<file path="config.mk">
export PLATFORM = sky130hd
export DESIGN_NAME = mc_ctrl
export DESIGN_NICKNAME = d
export VERILOG_FILES = /design/src/rtl/mc_ctrl.sv
export SDC_FILE = /design/constraint.sdc
export NUM_CORES = 1
export LEC_CHECK = 0
export BUFFER_PORTS_ARGS = -buffer_cell sky130_fd_sc_hd__buf_2
export CAP_MARGIN = 25
export CELL_PAD_IN_SITES_DETAIL_PLACEMENT = 1
export CELL_PAD_IN_SITES_GLOBAL_PLACEMENT = 1
export CORE_AREA = 2 2 48 61
export CTS_BUF_LIST = sky130_fd_sc_hd__clkbuf_4
export DETAILED_ROUTE_END_ITERATION = 10
export DIE_AREA = 0 0 50 63
export PLACE_DENSITY = 0.83
export SLEW_MARGIN = 25
export SYNTH_ARGS = -nofsm -noshare
export SYNTH_HDL_FRONTEND = slang
export SYNTH_SLANG_ARGS = --single-unit
</file>
<file path="constraint.sdc">
create_clock -name clk -period 2.85 [get_ports clk]
set_input_delay 0.285 -clock clk [delete_from_list [all_inputs] [get_ports clk]]
set_output_delay 0.285 -clock clk [all_outputs]
set_load 0.05 [all_outputs]
</file>
<file path="src/rtl/mc_ctrl.sv">
// Multi-cycle RISC-V control FSM (FETCH/DECODE/EXEC/MEM/WB/HALT) driving datapath enables and selects.
// Optional CTRL_ILLEGAL_EN: unlisted opcodes enter a sticky HALT instead of retiring as a no-op.
module mc_ctrl #(
  parameter int ALUOP_W  = 5,
  parameter int DMTYPE_W = 3
) (
  input  logic                clk,
  input  logic                rst,
  input  logic [6:0]          Op,
  input  logic [2:0]          Funct3,
  input  logic [6:0]          Funct7,
  input  logic                Zero,
  input  logic                mem_ready,
  output logic                PCWrite,
  output logic                IRWrite,
  output logic                MemRead,
  output logic                MemWrite,
  output logic                RegWrite,
  output logic                ALUSrc,
  output logic                retire,
  output logic                illegal,
  output logic [ALUOP_W-1:0]  ALUOp,
  output logic [2:0]          EXTOp,
  output logic [2:0]          NPCOp,
  output logic [DMTYPE_W-1:0] DMType,
  output logic [1:0]          WDSel,
  output logic [2:0]          state
);

  localparam logic [2:0] S_FETCH = 3'd0, S_DECODE = 3'd1, S_EXEC = 3'd2,
                         S_MEM = 3'd3, S_WB = 3'd4, S_HALT = 3'd5;

  localparam logic [4:0] A_NOP = 5'd0, A_LUI = 5'd1, A_AUIPC = 5'd2, A_ADD = 5'd3,
                         A_SUB = 5'd4, A_SLL = 5'd5, A_SLT = 5'd6, A_SLTU = 5'd7,
                         A_XOR = 5'd8, A_SRL = 5'd9, A_SRA = 5'd10, A_OR = 5'd11,
                         A_AND = 5'd12;

  logic [2:0] state_q, state_d;

  logic       is_r, is_ialu, is_lui, is_auipc, is_jal, is_jalr;
  logic       is_load, is_store, is_branch, is_legal;
  logic [4:0] alu_op;
  logic [2:0] ext_op;
  logic [2:0] dm_type;
  logic       alu_src;
  logic       br_taken;

  logic unused_funct7;
  assign unused_funct7 = ^{Funct7[6], Funct7[4:0]};

  function automatic logic [4:0] alu_f3(input logic [2:0] f3, input logic alt);
    case (f3)
      3'b000:  alu_f3 = alt ? A_SUB : A_ADD;
      3'b001:  alu_f3 = A_SLL;
      3'b010:  alu_f3 = A_SLT;
      3'b011:  alu_f3 = A_SLTU;
      3'b100:  alu_f3 = A_XOR;
      3'b101:  alu_f3 = alt ? A_SRA : A_SRL;
      3'b110:  alu_f3 = A_OR;
      default: alu_f3 = A_AND;
    endcase
  endfunction

  always_comb begin
    is_r      = (Op == 7'b0110011);
    is_ialu   = (Op == 7'b0010011);
    is_lui    = (Op == 7'b0110111);
    is_auipc  = (Op == 7'b0010111);
    is_jal    = (Op == 7'b1101111);
    is_jalr   = (Op == 7'b1100111);
    is_load   = (Op == 7'b0000011);
    is_store  = (Op == 7'b0100011);
    is_branch = (Op == 7'b1100011);
    is_legal  = is_r | is_ialu | is_lui | is_auipc | is_jal | is_jalr |
                is_load | is_store | is_branch;

    alu_op = A_NOP;
    ext_op = 3'b000;
    if (is_r) begin
      alu_op = alu_f3(Funct3, Funct7[5]);
    end else if (is_ialu) begin
      // only srai uses Funct7[5]; addi must never turn into sub
      alu_op = alu_f3(Funct3, (Funct3 == 3'b101) & Funct7[5]);
      ext_op = 3'b001;
    end else if (is_lui) begin
      alu_op = A_LUI;
      ext_op = 3'b100;
    end else if (is_auipc) begin
      alu_op = A_AUIPC;
      ext_op = 3'b100;
    end else if (is_jal) begin
      ext_op = 3'b101;
    end else if (is_jalr || is_load) begin
      alu_op = A_ADD;
      ext_op = 3'b001;
    end else if (is_store) begin
      alu_op = A_ADD;
      ext_op = 3'b010;
    end else if (is_branch) begin
      ext_op = 3'b011;
      case (Funct3[2:1])
        2'b10:   alu_op = A_SLT;
        2'b11:   alu_op = A_SLTU;
        default: alu_op = A_SUB;
      endcase
    end

    alu_src = is_ialu | is_load | is_store | is_jalr;

    case (Funct3)
      3'b000:  dm_type = 3'b011;
      3'b001:  dm_type = 3'b001;
      3'b100:  dm_type = 3'b100;
      3'b101:  dm_type = 3'b010;
      default: dm_type = 3'b000;
    endcase

    // blt/bltu: slt result nonzero -> taken; bge/bgeu: slt result zero -> taken
    case (Funct3)
      3'b000:  br_taken = Zero;
      3'b001:  br_taken = ~Zero;
      3'b100,
      3'b110:  br_taken = ~Zero;
      3'b101,
      3'b111:  br_taken = Zero;
      default: br_taken = 1'b0;
    endcase
  end

  always_ff @(posedge clk or posedge rst) begin
    if (rst) state_q <= S_FETCH;
    else     state_q <= state_d;
  end

  always_comb begin
    state_d = state_q;
    case (state_q)
      S_FETCH:  if (mem_ready) state_d = S_DECODE;
`ifdef CTRL_ILLEGAL_EN
      S_DECODE: state_d = is_legal ? S_EXEC : S_HALT;
`else
      S_DECODE: state_d = S_EXEC;
`endif
      S_EXEC: begin
        if (is_load || is_store)
          state_d = S_MEM;
        else if (is_r || is_ialu || is_lui || is_auipc || is_jal || is_jalr)
          state_d = S_WB;
        else
          state_d = S_FETCH;
      end
      S_MEM:    if (mem_ready) state_d = is_load ? S_WB : S_FETCH;
      S_WB:     state_d = S_FETCH;
`ifdef CTRL_ILLEGAL_EN
      S_HALT:   state_d = S_HALT;
`endif
      default:  state_d = S_FETCH;
    endcase
  end

  always_comb begin
    PCWrite  = 1'b0;
    IRWrite  = 1'b0;
    MemRead  = 1'b0;
    MemWrite = 1'b0;
    RegWrite = 1'b0;
    ALUSrc   = 1'b0;
    illegal  = 1'b0;
    ALUOp    = '0;
    EXTOp    = 3'b000;
    NPCOp    = 3'b000;
    DMType   = '0;
    WDSel    = 2'b00;
    // rst gates everything combinationally so nothing leaks while held in reset
    if (!rst) begin
      case (state_q)
        S_FETCH: begin
          MemRead = 1'b1;
          IRWrite = mem_ready;
        end
        S_DECODE: EXTOp = ext_op;
        S_EXEC: begin
          ALUOp  = ALUOP_W'(alu_op);
          ALUSrc = alu_src;
          EXTOp  = ext_op;
          if (is_branch) begin
            PCWrite = 1'b1;
            NPCOp   = br_taken ? 3'b001 : 3'b000;
          end else if (!is_legal) begin
            PCWrite = 1'b1;
          end
        end
        S_MEM: begin
          ALUOp    = ALUOP_W'(alu_op);
          ALUSrc   = alu_src;
          EXTOp    = ext_op;
          DMType   = DMTYPE_W'(dm_type);
          MemRead  = is_load;
          MemWrite = is_store;
          PCWrite  = is_store & mem_ready;
        end
        S_WB: begin
          ALUOp    = ALUOP_W'(alu_op);
          ALUSrc   = alu_src;
          EXTOp    = ext_op;
          RegWrite = 1'b1;
          PCWrite  = 1'b1;
          if (is_load) DMType = DMTYPE_W'(dm_type);
          if (is_jal)       NPCOp = 3'b010;
          else if (is_jalr) NPCOp = 3'b100;
          if (is_load)                WDSel = 2'b01;
          else if (is_jal || is_jalr) WDSel = 2'b10;
        end
`ifdef CTRL_ILLEGAL_EN
        S_HALT: illegal = 1'b1;
`endif
        default: ;
      endcase
    end
    retire = PCWrite;
  end

  assign state = state_q;

endmodule

</file>
# After elaboration in Yosys (flattened, before gate mapping)
# Index checks and enable logic that the tools add are counted.
# totals
regBits	3
latchBits	0
mem_bits_rw	0
mem_bits_ro	0
inputBits	21
output_inout_bits	27
elab_cells	116
n_memories	0
# op_classes
addsub	0
mul	0
div	0
n_lt_le_gt_ge	0
eq_ne	24
n_shift	0
mux	62
n_bitwise	14
reduce_logical	15
# ops
operator	count
$mux 3	25
$pmux 4 s7	2
$pmux 3 s4	2
$eq 7x6->1 const B	3
$eq 7x7->1 const B	3
$mux 5	4
$mux 2	9
$eq 3x3->1 const B	5
$eq 7x5->1 const B	2
$mux 1	14
$eq 3x2->1 const B	4
$pmux 3 s2	2
$or 1x1->1	11
$reduce_or 3->1	3
$logic_or 1x1->1	8
$eq 7x2->1 const B	1
$eq 3x1->1 const B	2
$logic_not 3->1	2
$eq 2x2->1 const B	2
$ne 2x2->1 const B	2
$pmux 1 s2	2
$pmux 2 s2	1
$reduce_or 4->1	1
$pmux 1 s3	1
other kinds (3)	4

# Logic depth before layout (Yosys ltp)
# Gate-level depths: netlist (run 1).
# logic_depth
depth_word	13
mapped_depth	6
mapped_depth_nobuf	4

# Least setup slack after synthesis (run 1)
# No wires, ideal clock.
# synth_timing
kind	flip-flop to output port
startpoint	reg state_q[0], in the netlist state[0]
endpoint	out DMType[2]
arrival_ps	3087
required_time_ps	2565
path_slack_ps	-522
stages_incl_launch_ff	6
path_buffers	1
path_cell_list	dfrtp_1 buf_6 or3b_4 nor2_4 a21boi_2 nor4_1
# synth_via
elab_chain_len	3
elab_cells_between_ends	4
classes_between	eq/ne (2); mux (2)
# synth_rtl
item	line_no	source
start, declared	38	logic [2:0] state_q, state_d;
start signal, assigned	132	else state_q <= state_d;
$eq 3x3->1 / $eq 3x2->1 (equally long branches)	176	case (state_q)
$pmux 3 s2 (*)	176	
$mux 3 (*)	175	if (!rst) begin
end, declared	25	output logic [DMTYPE_W-1:0] DMType,
# Mark *: on every way between the ends. The rest lies on a longest branch, timed or not.

# Worst setup path in the final report (run 1)
# layout_timing
startpoint	in rst
endpoint	out DMType[1]
# layout_via
elab_chain_len	1
# layout_rtl
item	line_no	source
start, declared	8	input logic rst,
$mux 3	175	
# Every way passes these cells.

==> results_dict.tcl, run 1 <==
set metrics [dict create \
    min_path_type "input port to flop" \
    ant_nets 0 \
    grt_pass1_vias 985 \
    drive_above_1_share_pct 37.9 \
    grt_usage_pct 17.7 \
    r2r_start "state[1]" \
    path_cells "dlygate4sd3_1 > buf_2 > nor2_1 > nand3_1 > a21boi_2 > nor4_4 > buf_2" \
    viasPerCell 5.32 \
    hold_path.startpoint "mem_ready" \
    reg2reg_depth 3 \
    internal-power_uw 213 \
    fin_hold_ws_ns 0.313 \
    dp_slack_ns 0.739 \
    multi_input_area_um2 642 \
    clk_pin_slew_ns 0.04 \
    timing.final.crit_share_pct 83.9 \
    fp.dieH_um 63 \
    combPwrFrac_pct 63.7 \
    dpl.hpwl_mm 2.06 \
    report.power.total_uw 517 \
    critical_path_class "input port to output pin" \
    cts_root_buf "clkbuf_4" \
    synth_seq_area_share_pct 9.87 \
    finalHoldViolCount 0 \
    antenna_found_initial 0 \
    clock_power_share_pct 17.3 \
    max_freq_mhz 418 \
    slew_violations 0 \
    route.detailed.drc 0 \
    clockBufferDepth 2 \
    required_ns 2.57 \
    die-area_um2 3150 \
    status "completed" \
    whs_path_depth 2 \
    avgSynthCellArea_um2 6.85 \
    final_cell_mix "39 x buf_2, 11 x nor2_1, 8 x nand2_1" \
    antenna_cells 0 \
    floorplan.rows 21 \
    io_pins 48 \
    cts_resized 0 \
    vdd_drop_max_v 0.000489 \
    grt_overflow 0 \
    drtIter0Drc 13 \
    critPathSlowestCell "dlygate4sd3_1" \
    rsz0062_at_grt "false" \
    ys.flop_type "dfrtp_1" \
    first_pass_iters 4 \
    worst_setup_path_end_kind "output pin" \
    setup_viol 0 \
    power_frac_seq_pct 19.0 \
    area_growth_pct 33.7 \
    max-cap-violations 0 \
    syn-instance-count 111 \
    htree_levels 1 \
    fin_setup_tns_ns 0 \
    portBuffers 39 \
    grt_pass1_wl_mm 4.46 \
    synth_cell_types 44 \
    ys_async_sr_fraction_pct 100 \
    r2r-end "state[0]" \
    switching_power_uw 304 \
    synth_warnings 0 \
    post_cts_buffers 0 \
    avgRoutedWirePerCell_um 14.4 \
    leakage_uw 0.000460 \
    largest_reg_flops 3 \
    crit_top_cell "buf_2" \
    final_common_cell "buf_2" \
    worst_slack_ns 0.460 \
    cts_tree "built" \
    nFillCells 358 \
    crit_arrival_ns 2.11 \
    gp_congestion 0.776 \
    route.vias.total 952 \
    reg2reg_slack_ns 1.75 \
    hold_end "state[1]" \
    insertion_delay_ns 0.24 \
    cts_buffers 3 \
    synth_edf_count 0 \
    postCtsHoldBufs 1 \
    cp-start-kind "input port" \
    core-area_um2 2600 \
    routed_wl_mm 2.57 \
    ys_seq_elements 3 \
    swShare_pct 58.8 \
    start_util_pct 29.2 \
    grt_max_degree 14 \
    seq_area_um2 75.1 \
    skew_ns 0.00481 \
    power_density_nw_per_um2 508 \
    syn_area_um2 761 \
    fp.dieW_um 50 \
    critPathBufInv 3 \
    cpLargestDelayFamily "buffers and inverters" \
    finish.net_count 167 \
    cp_max_fo 6 \
    crit_path_max_incr_delay_ns 0.53 \
    cts_num_sinks 3 \
    min_period_ns 2.39 \
]
-- through the flow --
stage / area [um2] / cells / util [%]
2_1_floorplan: 802 / 112 / -
3_3_place_gp: 977 / 174 / 37.6
3_5_place_dp: 977 / 174 / 37.6
4_1_cts: 1020 / 179 / 39.1
5_1_grt: 1020 / 179 / 39.1
6_report: 1020 / 179 / 39.1
-- synth_stat cells (2+ instances only) --
library cell	instances	area share [%]
and3_1	4	3.3
nand2b_1	2	1.6
o31a_1	2	2.3
nor2b_1	6	4.9
nand4b_1	3	3.5
nor2_1	11	5.4
nand2_1	8	3.9
a22oi_1	2	2.0
inv_1	4	2.0
o21ai_0	5	3.3
buf_4	3	3.0
nor4_1	4	3.3
dfrtp_1	3	9.9
a21oi_1	6	3.9
clkbuf_1	3	1.5
nand3_1	4	2.6
nor3_1	8	5.3
buf_2	5	3.3
nor2_4	2	3.0
o21a_1	2	2.0
-- layer usage --
layer  track usage, %  routed length, um  part of all wire, %  vias to the layer above
met5                0                  0                    0                        -
met4             11.1                 74                  2.9                        0
met3             1.67                 94                  3.7                        8
met2             29.6               1330                   52                       30
met1             20.9               1070                   42                      442
li1                 -                  -                    -                      472
-- area by class of cell --
cell class,count,area share (%)
sequential,3,7.38
tap,34,4.18
multi-input combinational,93,63.1
clock buffer,4,2.95
inverter,4,1.48
timing repair buffer,41,20.9
-- power by group through the flow --
stage                     clock (uW)  sequential, uW  combinational (uW)
after floorplan                    0             118                 250
after global placement             0            93.4                 319
after detailed placement           0            96.7                 330
after CTS                       94.0            96.4                 332
after global routing             103             102                 352
final                           89.2            98.3                 329
-- logic make-up (layout without fill, tap and decap cells) --
family | after synthesis | count (layout) | synth area share, %
simple gates | 60 | 60 | 48.5
compound gates | 28 | 28 | 26.3
buf+inv | 16 | 49 | 11.2
flops | 3 | 3 | 9.87
xor+xnor | 2 | 2 | 2.30
other cells | 1 | 2 | 0.493
mux | 1 | 1 | 1.32
-- worst max path at each step --
stage                     startpoint   endpoint  slack, ns  cells after the start
after CTS                        rst  DMType[1]       0.46                      7
after floorplan             state[1]   NPCOp[0]      0.004                      4
after global routing             rst  DMType[1]       0.34                      7
after global placement         Op[2]  DMType[1]       0.81                      6
final                            rst  DMType[1]       0.46                      7
after detailed placement       Op[2]  DMType[1]       0.74                      6
Note: power is estimated with default switching activity, not from simulation.
==> run 2, diff against run 1 <==
Settings changed: CORE_AREA 2 2 48 61 to 2 2 49 63, DIE_AREA 0 0 50 63 to 0 0 51 65, PLACE_DENSITY 0.83 to 0.79.
Clock period 2.85 ns to 2.3 ns, I/O delays scaled along.
==> results_dict.tcl, run 2 (synthesized netlist as in run 1, its figures left out) <==
set metrics [dict create \
    status "completed" \
    min_period_ns 2.19 \
    slew_violations 0 \
    grt_pass1_vias 1005 \
    drtIter0Drc 17 \
    worst_pin_slew_ns 0.514 \
    start_util_pct 27.4 \
    fp.dieW_um 51 \
    gp_congestion 0.739 \
    drive_above_1_share_pct 47.0 \
    required_ns 2.07 \
    floorplan.rows 22 \
    route.detailed.drc 0 \
    ant_nets 0 \
    cp-start-kind "flop" \
    internal-power_uw 278 \
    crit_path_max_incr_delay_ns 0.47 \
    rsz0062_at_grt "false" \
    grt_pass1_wl_mm 4.72 \
    final_common_cell "buf_2" \
    route.vias.total 980 \
    cts_tree "built" \
    cp_max_fo 11 \
    clock_power_share_pct 16.1 \
    worst_setup_path_end_kind "output pin" \
    critPathSlowestCell "dfrtp_2" \
    worst_slack_ns 0.112 \
    combPwrFrac_pct 64.4 \
    crit_arrival_ns 1.96 \
    grt_usage_pct 18.3 \
    dp.cells 180 \
    clk_pin_slew_ns 0.03 \
    cpLargestDelayFamily "simple AND/OR/NAND/NOR gates" \
    timing.final.crit_share_pct 95.1 \
    setup_viol 0 \
    dpl_cell_area_um2 1080 \
    largest_reg_flops 3 \
    avgRoutedWirePerCell_um 15.1 \
    fp.dieH_um 65 \
    io_pins 48 \
    final_cell_mix "38 x buf_2, 9 x nor2_1, 8 x nand2_1" \
    critical_path_class "flop to output pin" \
    cts_root_buf "clkbuf_4" \
    area_growth_pct 48.4 \
    critPathBufInv 1 \
    power_frac_seq_pct 19.5 \
    skew_ns 0.00589 \
    stdcell_count 185 \
    leakage_uw 0.000492 \
    dp_slack_ns 0.243 \
    power_density_nw_per_um2 589 \
    antenna_cells 0 \
    portBuffers 39 \
    grt_max_degree 14 \
    finalHoldViolCount 0 \
    htree_levels 1 \
    clockBufferDepth 2 \
    finish.net_count 171 \
    final_area_um2 1130 \
    core-area_um2 2780 \
    vdd_drop_max_v 0.000386 \
    dpl.hpwl_mm 2.28 \
    viasPerCell 5.30 \
    first_pass_iters 4 \
    cts_buffers 3 \
    cts_num_sinks 3 \
    post_cts_buffers 0 \
    max_freq_mhz 457 \
    max-cap-violations 0 \
    min_path_type "input port to flop" \
    routed_wl_mm 2.80 \
    path_cells "or3b_4 > a21o_1 > nor2_4 > and3_1 > buf_2" \
    switching_power_uw 386 \
    die-area_um2 3320 \
    antenna_found_initial 0 \
    insertion_delay_ns 0.24 \
    grt_overflow 0 \
    max_slew_margin_pct 65.7 \
    swShare_pct 58.1 \
]
-- run 2: cell types whose count changed in the layout (fill, tap and decap cells not counted), sizes merged --
cell	previous run	this run
buf	40	44
-- run 2: per-stage QoR --
step | hold slack (ns) | total power, uW | util [%] | TNS [ns]
after global placement | 0.196 | 538 | 38.9 | 0
after floorplan | -0.00813 | 490 | - | -1.02
after global routing | 0.293 | 705 | 40.6 | 0
after CTS | 0.283 | 669 | 40.4 | 0
after detailed placement | 0.213 | 555 | 38.9 | 0
final | 0.286 | 664 | 40.6 | 0
-- run 2: final timing paths --
| check | startpoint | end | slack [ns] | depth (start not counted) |
|---|---|---|---|---|
| worst max-delay path | state[0] | ALUOp[1] | 0.11 | 5 |
| worst min-delay path | mem_ready | state[1] | 0.29 | 2 |
| worst max register to register | state[1] | state[0] | 1.23 | 3 |
| worst min register to register | state[2] | state[0] | 0.55 | 1 |
| max in group asynchronous | rst | state[1] | 1.62 | 3 |
| min in group asynchronous | rst | state[2] | 0.51 | 3 |
-- run 2: final cells by class --
cell class / count / area (um2)
Inverter: 4 / 15.0
Sequential cell: 3 / 78.8
Multi-Input combinational cell: 93 / 714
Fill cell: 370 / 1650
Clock buffer: 4 / 30.0
Timing Repair Buffer: 45 / 245
Tap cell: 36 / 45.0
-- run 2: layer usage --
layer	track usage [%]	vias to the layer above	routed length, um
met3	1.84	2	129
met5	0	-	0
met4	4.05	0	11
met2	35.1	27	1540
met1	21.0	468	1120
li1	-	483	-
-- run 2: timing repair --
action,in CTS,in global routing
hold buffers,1,0
gates cloned,0,0
setup endpoints to repair,1,1
endpoints found under the hold margin,3,0
resized for setup,1,1
pin swaps,0,0
-- run 2: worst reg2reg max path, cell delays in order (launching register included) --
cell     delay [ns]
dfrtp_2        0.47
nor2b_1        0.17
nor2b_1        0.14
nor3_1         0.19
-- run 2: power by group through the flow --
| stage | Combinational [uW] | Clock (uW) | Sequential, uW |
|---|---|---|---|
| 2_1_floorplan | 338 | 0 | 152 |
| 3_3_place_gp | 417 | 0 | 121 |
| 3_5_place_dp | 428 | 0 | 127 |
| 4_1_cts | 431 | 111 | 127 |
| 5_1_grt | 458 | 115 | 131 |
| 6_report | 428 | 107 | 129 |
==> run 3, diff against run 2 <==
Settings changed: CORE_AREA 2 2 49 63 to 5 5 52 66, DIE_AREA 0 0 51 65 to 0 0 57 71.
==> results_dict.tcl, run 3 (synthesized netlist as in run 1, its figures left out) <==
set metrics [dict create \
    max_freq_mhz 458 \
    cts_root_buf "clkbuf_4" \
    max-cap-violations 0 \
    clockBufferDepth 2 \
    drive_above_1_share_pct 48.0 \
    leakage_uw 0.000497 \
    reg2reg_depth 3 \
    clk_pin_slew_ns 0.04 \
    timing.final.crit_share_pct 94.8 \
    power_frac_seq_pct 18.8 \
    avgRoutedWirePerCell_um 15.3 \
    drtIter0Drc 24 \
    cts_buffers 3 \
    cp-start-kind "flop" \
    clock_power_share_pct 16.2 \
    swShare_pct 57.5 \
    hold_path.startpoint "mem_ready" \
    setup_viol 0 \
    largest_reg_flops 3 \
    worst_slack_ns 0.119 \
    first_pass_iters 6 \
    ant_nets 0 \
    skew_ns 0.00174 \
    finalHoldViolCount 0 \
    insertion_delay_ns 0.24 \
    critical_path_class "flop to output pin" \
    crit_path_max_incr_delay_ns 0.46 \
    gp_congestion 0.799 \
    met1_length_mm 1.19 \
    grt_max_degree 14 \
    met2RoutedLength_mm 1.52 \
    route.detailed.drc 0 \
    grt_usage_pct 14.3 \
    viasPerCell 5.38 \
    fp.dieW_um 57 \
    portBuffers 39 \
    dpl.hpwl_mm 2.35 \
    core-area_um2 2810 \
    switching_power_uw 377 \
    route.vias.total 1001 \
    cts_tree "built" \
    critPathBufInv 1 \
    cts_num_sinks 3 \
    wl_met3_um 118 \
    power_density_nw_per_um2 575 \
    fin_util_pct 40.6 \
    min_period_ns 2.18 \
    die-area_um2 4050 \
    required_ns 2.07 \
    post_cts_buffers 0 \
    reg2reg_slack_ns 1.25 \
    fin_hold_ws_ns 0.263 \
    r2r-end "state[0]" \
    path_cells "or3b_4 > a21o_1 > nor2_4 > and3_1 > buf_2" \
    vdd_drop_max_v 0.000426 \
    dp_slack_ns 0.249 \
    hold_end "state[1]" \
    grt_pass1_wl_mm 4.79 \
    floorplan.rows 22 \
    grt_pass1_vias 1009 \
    combPwrFrac_pct 65.0 \
    min_path_type "input port to flop" \
    critPathSlowestCell "dfrtp_2" \
    finish.net_count 172 \
    final_common_cell "buf_2" \
    routed_wl_mm 2.86 \
    fp.dieH_um 71 \
    topRoutingLayerUsed "met4" \
    grt_overflow 0 \
    status "completed" \
    cp_max_fo 11 \
    worst_setup_path_end_kind "output pin" \
    r2r_start "state[1]" \
    start_util_pct 27.1 \
    area_growth_pct 50.0 \
    htree_levels 1 \
    antenna_cells 0 \
    io_pins 48 \
    final_cell_mix "37 x buf_2, 8 x nand2_1, 8 x nor2_1, 7 x buf_4" \
    rsz0062_at_grt "false" \
    internal-power_uw 279 \
    antenna_found_initial 0 \
    slew_violations 0 \
    cpLargestDelayFamily "simple AND/OR/NAND/NOR gates" \
    crit_arrival_ns 1.95 \
    whs_path_depth 2 \
]
[run 3: power groups by stage]
stage / clock network, uW / registers, uW / logic, uW
2_1_floorplan: 0 / 152 / 338
3_3_place_gp: 0 / 121 / 420
3_5_place_dp: 0 / 124 / 427
4_1_cts: 108 / 123 / 430
5_1_grt: 115 / 129 / 458
6_report: 106 / 123 / 426
[run 3: layer usage]
metal | track usage, % | vias to the layer above
met5 | 0 | -
met4 | 3.87 | 0
met3 | 2.01 | 4
met2 | 26.6 | 31
met1 | 16.6 | 483
li1 | - | 483
[run 3: metrics by stage]
stage	std cells	total power [uW]	instance area [um2]	setup TNS (ns)
after floorplan	112	490	880	-1.02
after global placement	181	540	1090	0
after detailed placement	181	551	1090	0
after CTS	186	662	1130	0
after global routing	186	702	1140	0
final	186	656	1140	0
[run 3: final cells by class]
type                            instances  area [um2]
Fill cell                             379        1670
Tap cell                               36        45.0
Clock buffer                            4        30.0
Multi-Input combinational cell         93         717
Sequential cell                         3        78.8
Timing Repair Buffer                   46         255
Inverter                                4        15.0
[run 3: worst register-to-register path, cell delays in order (launching register included)]
cell and delay, ns:
dfrtp_2 0.46, nor2b_1 0.17, nor2b_1 0.14, nor3_1 0.20
[run 3: worst max-delay path by stage]
stage          cells past startpoint  slack, ns        end     start
6_report                           5       0.12   ALUOp[1]  state[0]
3_3_place_gp                       5       0.29   NPCOp[1]  state[0]
2_1_floorplan                      5      -0.37  DMType[2]  state[0]
4_1_cts                            5       0.05   NPCOp[1]  state[0]
5_1_grt                            5       0.03   ALUOp[1]  state[0]
3_5_place_dp                       5       0.25   NPCOp[1]  state[0]
[run 3: what timing repair did]
item	CTS	global route
endpoints found under the hold margin	3	0
gates cloned	0	0
setup endpoints to repair	1	2
hold buffers	1	0
gates resized for setup	1	3
